File: config.mk
export PLATFORM = sky130hd
export DESIGN_NAME = vga_axil_regs_flat
export DESIGN_NICKNAME = d
export VERILOG_FILES = /design/src/rtl/vga_axil_regs_if.sv /design/src/rtl/vga_axil_regs.sv /design/src/flat_wrapper.sv
export SDC_FILE = /design/constraint.sdc
export NUM_CORES = 1
export LEC_CHECK = 0
export CAP_MARGIN = 20
export CELL_PAD_IN_SITES_DETAIL_PLACEMENT = 0
export CELL_PAD_IN_SITES_GLOBAL_PLACEMENT = 2
export CORE_UTILIZATION = 34
export DETAILED_ROUTE_END_ITERATION = 8
export HOLD_SLACK_MARGIN = 0.02
export PLACE_DENSITY = 0.94
export SETUP_SLACK_MARGIN = 0.15
export SLEW_MARGIN = 10
export SYNTH_ARGS = -nofsm -noshare
export SYNTH_HDL_FRONTEND = slang
export SYNTH_SLANG_ARGS = --single-unit
File: constraint.sdc
create_clock -name clk -period 13.3 [get_ports clk]
set_input_delay 2.66 -clock clk [delete_from_list [all_inputs] [get_ports clk]]
set_output_delay 2.66 -clock clk [all_outputs]
set_load 0.01 [all_outputs]
File: src/rtl/vga_axil_regs_if.sv
// AXI4-lite types and bus interface shared by the VGA register block and its bus master.
package vga_axil_pkg;
  typedef logic [31:0] axil_addr_t;
  typedef logic [31:0] axil_data_t;
endpackage

interface vga_axil_if;
  localparam int STRB_W = $bits(vga_axil_pkg::axil_data_t) / 8;

  vga_axil_pkg::axil_addr_t awaddr;
  logic                     awvalid;
  logic                     awready;
  vga_axil_pkg::axil_data_t wdata;
  logic [STRB_W-1:0]        wstrb;
  logic                     wvalid;
  logic                     wready;
  logic [1:0]               bresp;
  logic                     bvalid;
  logic                     bready;
  vga_axil_pkg::axil_addr_t araddr;
  logic                     arvalid;
  logic                     arready;
  vga_axil_pkg::axil_data_t rdata;
  logic [1:0]               rresp;
  logic                     rvalid;
  logic                     rready;

  modport master (
    output awaddr, awvalid, wdata, wstrb, wvalid, bready, araddr, arvalid, rready,
    input  awready, wready, bresp, bvalid, arready, rdata, rresp, rvalid
  );

  modport slave (
    input  awaddr, awvalid, wdata, wstrb, wvalid, bready, araddr, arvalid, rready,
    output awready, wready, bresp, bvalid, arready, rdata, rresp, rvalid
  );
endinterface

File: src/rtl/vga_axil_regs.sv
// AXI4-lite register block for the VGA controller: REG_NUM RW words plus a read-only STATUS word.
// Define VGA_AXIL_REGS_DECERR_EN to answer unmapped accesses with DECERR instead of OKAY.
module vga_axil_regs #(
  parameter type axil_addr_t = vga_axil_pkg::axil_addr_t,
  parameter type axil_data_t = vga_axil_pkg::axil_data_t,
  parameter int REG_NUM = 4,
  parameter logic [REG_NUM-1:0][31:0] REG_RST = '0
) (
  input  logic                     clk,
  input  logic                     arst,
  vga_axil_if.slave                axil,
  output logic [REG_NUM-1:0][31:0] regs_o,
  output logic [REG_NUM-1:0]       wr_pulse_o,
  input  logic [31:0]              status_i
);
  localparam int STRB_W = $bits(axil_data_t) / 8;
  localparam logic [1:0] RESP_OKAY   = 2'b00;
  localparam logic [1:0] RESP_SLVERR = 2'b10;
`ifdef VGA_AXIL_REGS_DECERR_EN
  localparam logic [1:0] UNMAPPED_RESP = 2'b11;
`else
  localparam logic [1:0] UNMAPPED_RESP = 2'b00;
`endif

  // IDLE: nothing held | HALF: one of AW/W held | RESP: bvalid high
  typedef enum logic [1:0] {IDLE, HALF, RESP} wr_state_e;

  wr_state_e                 wr_state_q;
  logic                      aw_pending_q, w_pending_q, bvalid_q, rvalid_q;
  axil_addr_t                awaddr_q;
  axil_data_t                wdata_q, rdata_q;
  logic [STRB_W-1:0]         wstrb_q;
  logic [1:0]                bresp_q, rresp_q;
  logic [REG_NUM-1:0][31:0]  regs_q;
  logic [REG_NUM-1:0]        wr_pulse_q;

  logic                      aw_hs, w_hs, ar_hs, commit;
  axil_addr_t                wr_addr_d, wr_idx_d, rd_idx_d;
  axil_data_t                wr_data_d, wr_mask_d, rd_data_d;
  logic [STRB_W-1:0]         wr_strb_d;
  logic [REG_NUM-1:0]        wr_sel_d;
  logic [1:0]                wr_resp_d, rd_resp_d;

  assign axil.awready = !aw_pending_q && !bvalid_q && !arst;
  assign axil.wready  = !w_pending_q && !bvalid_q && !arst;
  assign axil.arready = !rvalid_q && !arst;
  assign axil.bvalid  = bvalid_q;
  assign axil.bresp   = bresp_q;
  assign axil.rvalid  = rvalid_q;
  assign axil.rdata   = rdata_q;
  assign axil.rresp   = rresp_q;
  assign regs_o       = regs_q;
  assign wr_pulse_o   = wr_pulse_q;

  assign aw_hs  = axil.awvalid && axil.awready;
  assign w_hs   = axil.wvalid && axil.wready;
  assign ar_hs  = axil.arvalid && axil.arready;
  // A channel arriving on the commit edge is used directly instead of via its holding register.
  assign commit = (aw_pending_q || aw_hs) && (w_pending_q || w_hs);

  always_comb begin
    wr_addr_d = aw_pending_q ? awaddr_q : axil.awaddr;
    wr_data_d = w_pending_q ? wdata_q : axil.wdata;
    wr_strb_d = w_pending_q ? wstrb_q : axil.wstrb;
    wr_idx_d  = wr_addr_d >> 2;
    rd_idx_d  = axil.araddr >> 2;
    wr_mask_d = '0;
    for (int k = 0; k < STRB_W; k++) wr_mask_d[8*k +: 8] = {8{wr_strb_d[k]}};
    wr_sel_d  = '0;
    wr_resp_d = UNMAPPED_RESP;
    rd_data_d = '0;
    rd_resp_d = UNMAPPED_RESP;
    for (int i = 0; i < REG_NUM; i++) begin
      if (wr_idx_d == axil_addr_t'(i)) begin
        wr_sel_d[i] = 1'b1;
        wr_resp_d   = RESP_OKAY;
      end
      if (rd_idx_d == axil_addr_t'(i)) begin
        rd_data_d = regs_q[i];
        rd_resp_d = RESP_OKAY;
      end
    end
    if (wr_idx_d == axil_addr_t'(REG_NUM)) wr_resp_d = RESP_SLVERR;
    if (rd_idx_d == axil_addr_t'(REG_NUM)) begin
      rd_data_d = status_i;
      rd_resp_d = RESP_OKAY;
    end
  end

  always_ff @(posedge clk or posedge arst) begin
    if (arst) begin
      wr_state_q   <= IDLE;
      aw_pending_q <= 1'b0;
      w_pending_q  <= 1'b0;
      awaddr_q     <= '0;
      wdata_q      <= '0;
      wstrb_q      <= '0;
      bvalid_q     <= 1'b0;
      bresp_q      <= RESP_OKAY;
      regs_q       <= REG_RST;
      wr_pulse_q   <= '0;
    end else begin
      wr_pulse_q <= '0;
      if (aw_hs) awaddr_q <= axil.awaddr;
      if (w_hs) begin
        wdata_q <= axil.wdata;
        wstrb_q <= axil.wstrb;
      end
      case (wr_state_q)
        IDLE, HALF: begin
          if (commit) begin
            wr_state_q   <= RESP;
            aw_pending_q <= 1'b0;
            w_pending_q  <= 1'b0;
            bvalid_q     <= 1'b1;
            bresp_q      <= wr_resp_d;
            for (int i = 0; i < REG_NUM; i++) begin
              if (wr_sel_d[i]) begin
                regs_q[i]     <= (regs_q[i] & ~wr_mask_d) | (wr_data_d & wr_mask_d);
                wr_pulse_q[i] <= 1'b1;
              end
            end
          end else begin
            if (aw_hs) aw_pending_q <= 1'b1;
            if (w_hs) w_pending_q <= 1'b1;
            if (aw_hs || w_hs) wr_state_q <= HALF;
          end
        end
        RESP: begin
          if (axil.bready) begin
            bvalid_q   <= 1'b0;
            wr_state_q <= IDLE;
          end
        end
        default: wr_state_q <= IDLE;
      endcase
    end
  end

  // A read sampled on a commit edge sees regs_q before that commit lands.
  always_ff @(posedge clk or posedge arst) begin
    if (arst) begin
      rvalid_q <= 1'b0;
      rdata_q  <= '0;
      rresp_q  <= RESP_OKAY;
    end else if (ar_hs) begin
      rvalid_q <= 1'b1;
      rdata_q  <= rd_data_d;
      rresp_q  <= rd_resp_d;
    end else if (rvalid_q && axil.rready) begin
      rvalid_q <= 1'b0;
    end
  end
endmodule

File: src/flat_wrapper.sv
// flat-port wrapper written by rule: the top's interface ports become plain ports
module vga_axil_regs_flat 
#(
  parameter type axil_addr_t = vga_axil_pkg::axil_addr_t,
  parameter type axil_data_t = vga_axil_pkg::axil_data_t,
  parameter int REG_NUM = 4,
  parameter logic [REG_NUM-1:0][31:0] REG_RST = '0
)
  (clk, arst, regs_o, wr_pulse_o, status_i, axil_awaddr, axil_awvalid, axil_wdata, axil_wstrb, axil_wvalid, axil_bready, axil_araddr, axil_arvalid, axil_rready, axil_awready, axil_wready, axil_bresp, axil_bvalid, axil_arready, axil_rdata, axil_rresp, axil_rvalid);
  vga_axil_if axil_i ();
  input  logic clk;
  input  logic arst;
  output logic [REG_NUM-1:0][31:0] regs_o;
  output logic [REG_NUM-1:0] wr_pulse_o;
  input  logic [31:0] status_i;
  input wire logic [$bits(axil_i.awaddr)-1:0] axil_awaddr;
  input wire logic [$bits(axil_i.awvalid)-1:0] axil_awvalid;
  input wire logic [$bits(axil_i.wdata)-1:0] axil_wdata;
  input wire logic [$bits(axil_i.wstrb)-1:0] axil_wstrb;
  input wire logic [$bits(axil_i.wvalid)-1:0] axil_wvalid;
  input wire logic [$bits(axil_i.bready)-1:0] axil_bready;
  input wire logic [$bits(axil_i.araddr)-1:0] axil_araddr;
  input wire logic [$bits(axil_i.arvalid)-1:0] axil_arvalid;
  input wire logic [$bits(axil_i.rready)-1:0] axil_rready;
  output wire logic [$bits(axil_i.awready)-1:0] axil_awready;
  output wire logic [$bits(axil_i.wready)-1:0] axil_wready;
  output wire logic [$bits(axil_i.bresp)-1:0] axil_bresp;
  output wire logic [$bits(axil_i.bvalid)-1:0] axil_bvalid;
  output wire logic [$bits(axil_i.arready)-1:0] axil_arready;
  output wire logic [$bits(axil_i.rdata)-1:0] axil_rdata;
  output wire logic [$bits(axil_i.rresp)-1:0] axil_rresp;
  output wire logic [$bits(axil_i.rvalid)-1:0] axil_rvalid;
  assign axil_i.awaddr = axil_awaddr;
  assign axil_i.awvalid = axil_awvalid;
  assign axil_i.wdata = axil_wdata;
  assign axil_i.wstrb = axil_wstrb;
  assign axil_i.wvalid = axil_wvalid;
  assign axil_i.bready = axil_bready;
  assign axil_i.araddr = axil_araddr;
  assign axil_i.arvalid = axil_arvalid;
  assign axil_i.rready = axil_rready;
  assign axil_awready = axil_i.awready;
  assign axil_wready = axil_i.wready;
  assign axil_bresp = axil_i.bresp;
  assign axil_bvalid = axil_i.bvalid;
  assign axil_arready = axil_i.arready;
  assign axil_rdata = axil_i.rdata;
  assign axil_rresp = axil_i.rresp;
  assign axil_rvalid = axil_i.rvalid;
  vga_axil_regs #(.axil_addr_t(axil_addr_t), .axil_data_t(axil_data_t), .REG_NUM(REG_NUM), .REG_RST(REG_RST)) u_core (.clk(clk), .arst(arst), .axil(axil_i), .regs_o(regs_o), .wr_pulse_o(wr_pulse_o), .status_i(status_i));
endmodule
## Word-level counts from Yosys, hierarchy flattened

Cells that the tools add are included.

| word-level totals | value |
|---|---|
| register bits | 240 |
| bits of input ports | 139 |
| logic and storage cells | 105 |

| operators by class | value |
|---|---|
| equality and inequality tests | 13 |
| muxes and demuxes | 32 |
| bitwise operators | 10 |
| reductions and logical operators | 35 |

Operators by type and width:

| operator | count |
|---|---|
| $mux W32 | 7 |
| $and A32 B32 Y32 | 5 |
| $or A32 B32 Y32 | 4 |
| $eq A30 B2 Y1 const B | 4 |
| $logic_not A32 Y1 | 2 |
| $eq A30 B1 Y1 const B | 2 |
| $eq A30 B3 Y1 const B | 2 |
| $not A32 Y32 | 1 |
| $mux W1 | 16 |
| $reduce_and A3 Y1 | 5 |
| $mux W4 | 3 |
| $logic_and A1 B1 Y1 | 10 |
| $mux W2 | 4 |
| $reduce_and A2 Y1 | 4 |
| $reduce_bool A2 Y1 | 4 |
| $logic_not A1 Y1 | 5 |
| $pmux W2 S2 | 1 |
| $logic_or A1 B1 Y1 | 3 |
| $ne A3 B1 Y1 const B | 1 |
| $eq A2 B1 Y1 const B | 1 |
| $eq A2 B2 Y1 const B | 1 |
| $logic_not A2 Y1 | 1 |
| $ne A2 B1 Y1 const B | 1 |
| $ne A2 B2 Y1 const B | 1 |
| other kinds (2) | 2 |

## Logic depth before layout (Yosys ltp)

| logic depth | value |
|---|---|
| depth after elaboration | 8 |
| mapped depth | 7 |

## Worst setup path before layout

Ideal clock, no wire load.

| path | value |
|---|---|
| path kind | input to output |
| start | input arst |
| end | output axil_wready |
| arrival time | 2.998 ns |
| required time | 10.640 ns |
| path slack | 7.642 ns |
| cell stages on the path | 1 |
| cells stage by stage | nor3_1 |

| on the way | value |
|---|---|
| word-level cells in the longest chain between the ends | 2 |

RTL lines:

| item | RTL line | source |
|---|---|---|
| from (decl) | flat_wrapper.sv:12 | `input logic arst;` |
| $logic_not A1 Y1 | vga_axil_regs.sv:45 | `assign axil.wready = !w_pending_q && !bvalid_q && !arst;` |
| $logic_and A1 B1 Y1 | vga_axil_regs.sv:45 |  |
| to (decl) | flat_wrapper.sv:26 | `output wire logic [$bits(axil_i.wready)-1:0] axil_wready;` |

Every way passes these cells.

## Final worst setup path

| path | value |
|---|---|
| start | input arst |
| end | output axil_arready |

| on the way | value |
|---|---|
| word-level cells in the longest chain between the ends | 2 |

RTL lines:

| item | RTL line | source |
|---|---|---|
| $logic_not A1 Y1 | vga_axil_regs.sv:46 | `assign axil.arready = !rvalid_q && !arst;` |
| $logic_and A1 B1 Y1 | vga_axil_regs.sv:46 |  |
| to (decl) | flat_wrapper.sv:29 | `output wire logic [$bits(axil_i.arready)-1:0] axil_arready;` |

Every way passes these cells.

==> results by group <==
STA
  • RSZ-0062 raised after global routing: false
  • Slew @ Worst Pin: 0.965 ns
  • Max Fclk: 0.143 GHz
  • Pins Over Slew Limit: 0
  • Final setup margin: 6.32 ns
  • Final Cycle Share: 52.5%
  • Final Critical Period: 6.98 ns
  • Total negative slack: 0 ns
  • Slew HR: 35.7%
  • Final Hold Fails: 0
  • Setup-failing EPs final: 0
  • Clock Skew: 0.00647 ns

CTS
  • Max clock buf depth: 3
  • Num CTS Buffers: 26
  • Hold-fix buffers at CTS: 0
  • Clock tree sinks: 237
  • TritonCTS clock tree: built
  • Clk_lat worst skew: 0.53 ns
  • Post-CTS Setup Repair Bufs: 0
  • CTS resizes: 0
  • CTS root buf: clkbuf_16
  • Clock-pin slew on the worst setup and hold paths: 0.06 ns
  • Htree depth: 1

Global route
  • GR Overflow Total: 0
  • Largest net degree at the start of global routing: 94
  • Vias in the first global route: 8766
  • First-pass GRT wire length: 51500 um
  • Initial antenna violation count: 0
  • GRT Resource Usage Total: 19.9%

Hold path
  • Worst min path class: reg -> reg

Synth
  • Synthesized cell area: 11200 um2
  • Share of the synthesized area in the top cell type: 52.9%
  • Syn. warnings: 0
  • EDFF count, synth: 0
  • Library cells used by synthesis: 37
  • Seq cells post-synth: 237
  • Seq/Total Area, Yosys: 52.9%
  • Mean area per synthesized cell: 12.9 um2
  • Asr flop ratio synth: 100%
  • Syn Inst Count: 872
  • Ys flop type: dfrtp_1
  • Largest area contributor in the netlist: dfrtp_1
  • Top cells by area, synth: dfrtp_1, mux2_2, nor2b_1

Route
  • Average wire per cell in the routed design: 20.7 um
  • WL final: 33500 um
  • Antenna viol nets, final: 0
  • First-pass detailed-route iteration total: 4
  • Drt drc: 0
  • Avg Vias per Cell: 5.13
  • Drt first-iter violations: 383
  • Via Count: 8312

Finish
  • Share of cells above drive strength 1: 25.9%
  • Nets: 1297
  • Filler instances: 2912
  • Multi-input gate area: 5030 um2
  • Fin util: 48.1%
  • N_diodes: 0
  • Area grow syn2layout: 39.3%
  • Register Area: 5930 um2

Setup path
  • Maximum fanout along the worst path: 5
  • CP Launch Type: input port
  • WP data arrival: 4.32 ns
  • CP Capture Type: output port
  • Critical path buffers and inverters: 2
  • CP dominant cell by count: clkdlybuf4s50_1
  • Crit-path leading delay family: buffers and inverters
  • Worst-path cell chain: clkdlybuf4s50_1, nor2_1, clkdlybuf4s50_1
  • Worst stage delay on the critical path: 0.62 ns
  • Required time of the worst setup path: 10.64 ns
  • Crit Path Category: in -> out
  • CP max stage cell: clkdlybuf4s50_1

Power
  • Combinational Power Share: 19.9%
  • Sequential Power Share: 42.6%
  • Cell Pwr Density: 134 nW/um2
  • Sw power: 0.560 mW
  • Leakage: 6.69 nW
  • Sw frac: 26.8%
  • VDD IR max: 0.0995 mV
  • Internal power: 1.53 mW
  • Clk pwr share: 37.5%

Floorplan
  • Chip width: 184 um
  • I/O pins: 312
  • Total core area: 32500 um2
  • Starting density of the core: 34.5%
  • Die Ht: 184 um
  • Site Rows: 66
  • Die ar.: 33700 um2

Run
  • MaxCap Viol Count: 0

Placed design
  • Port bufs: 304
  • Hpwl dp: 22400 um
  • RD Place Congestion: 0.779
  • Pre-CTS WS: 6.22 ns

Status
  • Run status: finished, final reports clean
## Yosys cell counts (11+ instances only)
cell      number
dfrtp_1      237
mux2_2       223
nor4_4        16
nand2_1       26
a31oi_1       32
clkbuf_1      42
nor2b_1       98
a211oi_1      64
buf_1         11
nor4_1        14
o31ai_1       33
## cell usage in the layout, fill, tap and decap left out, types with 4 or more instances in the layout
cell type / count
nor3b_1: 4
clkbuf_16: 27
o31ai_1: 33
nand2b_1: 5
a211oi_1: 64
clkdlybuf4s50_1: 303
clkbuf_8: 4
nand2_1: 26
nor2b_1: 98
mux2_2: 223
nor2_1: 7
nor4_4: 16
inv_1: 5
a31oi_1: 32
mux2_1: 6
nor3_1: 7
clkinv_2: 7
or4_1: 5
dfrtp_1: 236
bufinv_16: 5
nor4_1: 13
buf_4: 12
## final timing paths
| check | start | endpoint | slack (ns) | cells past startpoint |
|---|---|---|---|---|
| setup / recovery | arst | axil_arready | 6.32 | 3 |
| min in group asynchronous | arst | asynchronous set/reset pin | 2.84 | 2 |
| max in group asynchronous | arst | asynchronous set/reset pin | 9.04 | 3 |
| setup reg to reg | u_core.w_pending_q | register | 9.98 | 5 |
| hold / removal | u_core.wdata_q[30] | u_core.wdata_q[30] | 0.50 | 1 |
| hold reg to reg | u_core.wdata_q[30] | u_core.wdata_q[30] | 0.50 | 1 |
## power groups by stage
stage	Clock (mW)	Sequential [mW]	Combinational, mW
after global placement	0	0.895	0.408
after global routing	0.836	0.903	0.452
after floorplan	0	0.883	0.297
after CTS	0.805	0.890	0.423
after detailed placement	0	0.902	0.420
final	0.783	0.889	0.416
## routing by layer
| layer | global-route usage [%] | vias up | part of all wire [%] | wire length [um] |
|---|---|---|---|---|
| met2 | 35.7 | 233 | 51 | 17100 |
| met3 | 5.19 | 37 | 7.3 | 2440 |
| met4 | 4.40 | 0 | 1.4 | 461 |
| li1 | - | 3810 | - | - |
| met1 | 23.7 | 4232 | 40 | 13500 |
| met5 | 0 | - | 0 | 0 |
## area by class of cell
type                    instances  area share (%)
clock inverters                14            1.28
multi-input cells             572            32.2
clock buffers                  34            4.75
flip-flops and latches        237            38.0
repair buffers                315            20.0
inverters                       6           0.192
well taps                     442            3.54
## logic make-up after synthesis
family | synth area share (%)
other cells | 0.0335
compound gates | 9.41
buf+inv | 2.39
simple gates | 12.2
flops | 52.9
xor+xnor | 0.0782
mux | 23.0
## through the flow
step	instance area, um2	hold WS [ns]	instances	power, mW
after floorplan	11200	0.461	874	1.18
after global placement	14700	0.463	1572	1.30
after detailed placement	14700	0.490	1572	1.32
after CTS	15600	0.505	1620	2.12
after global routing	15600	0.515	1620	2.19
final	15600	0.502	1620	2.09
No activity file was read; power rests on OpenSTA's default activity.
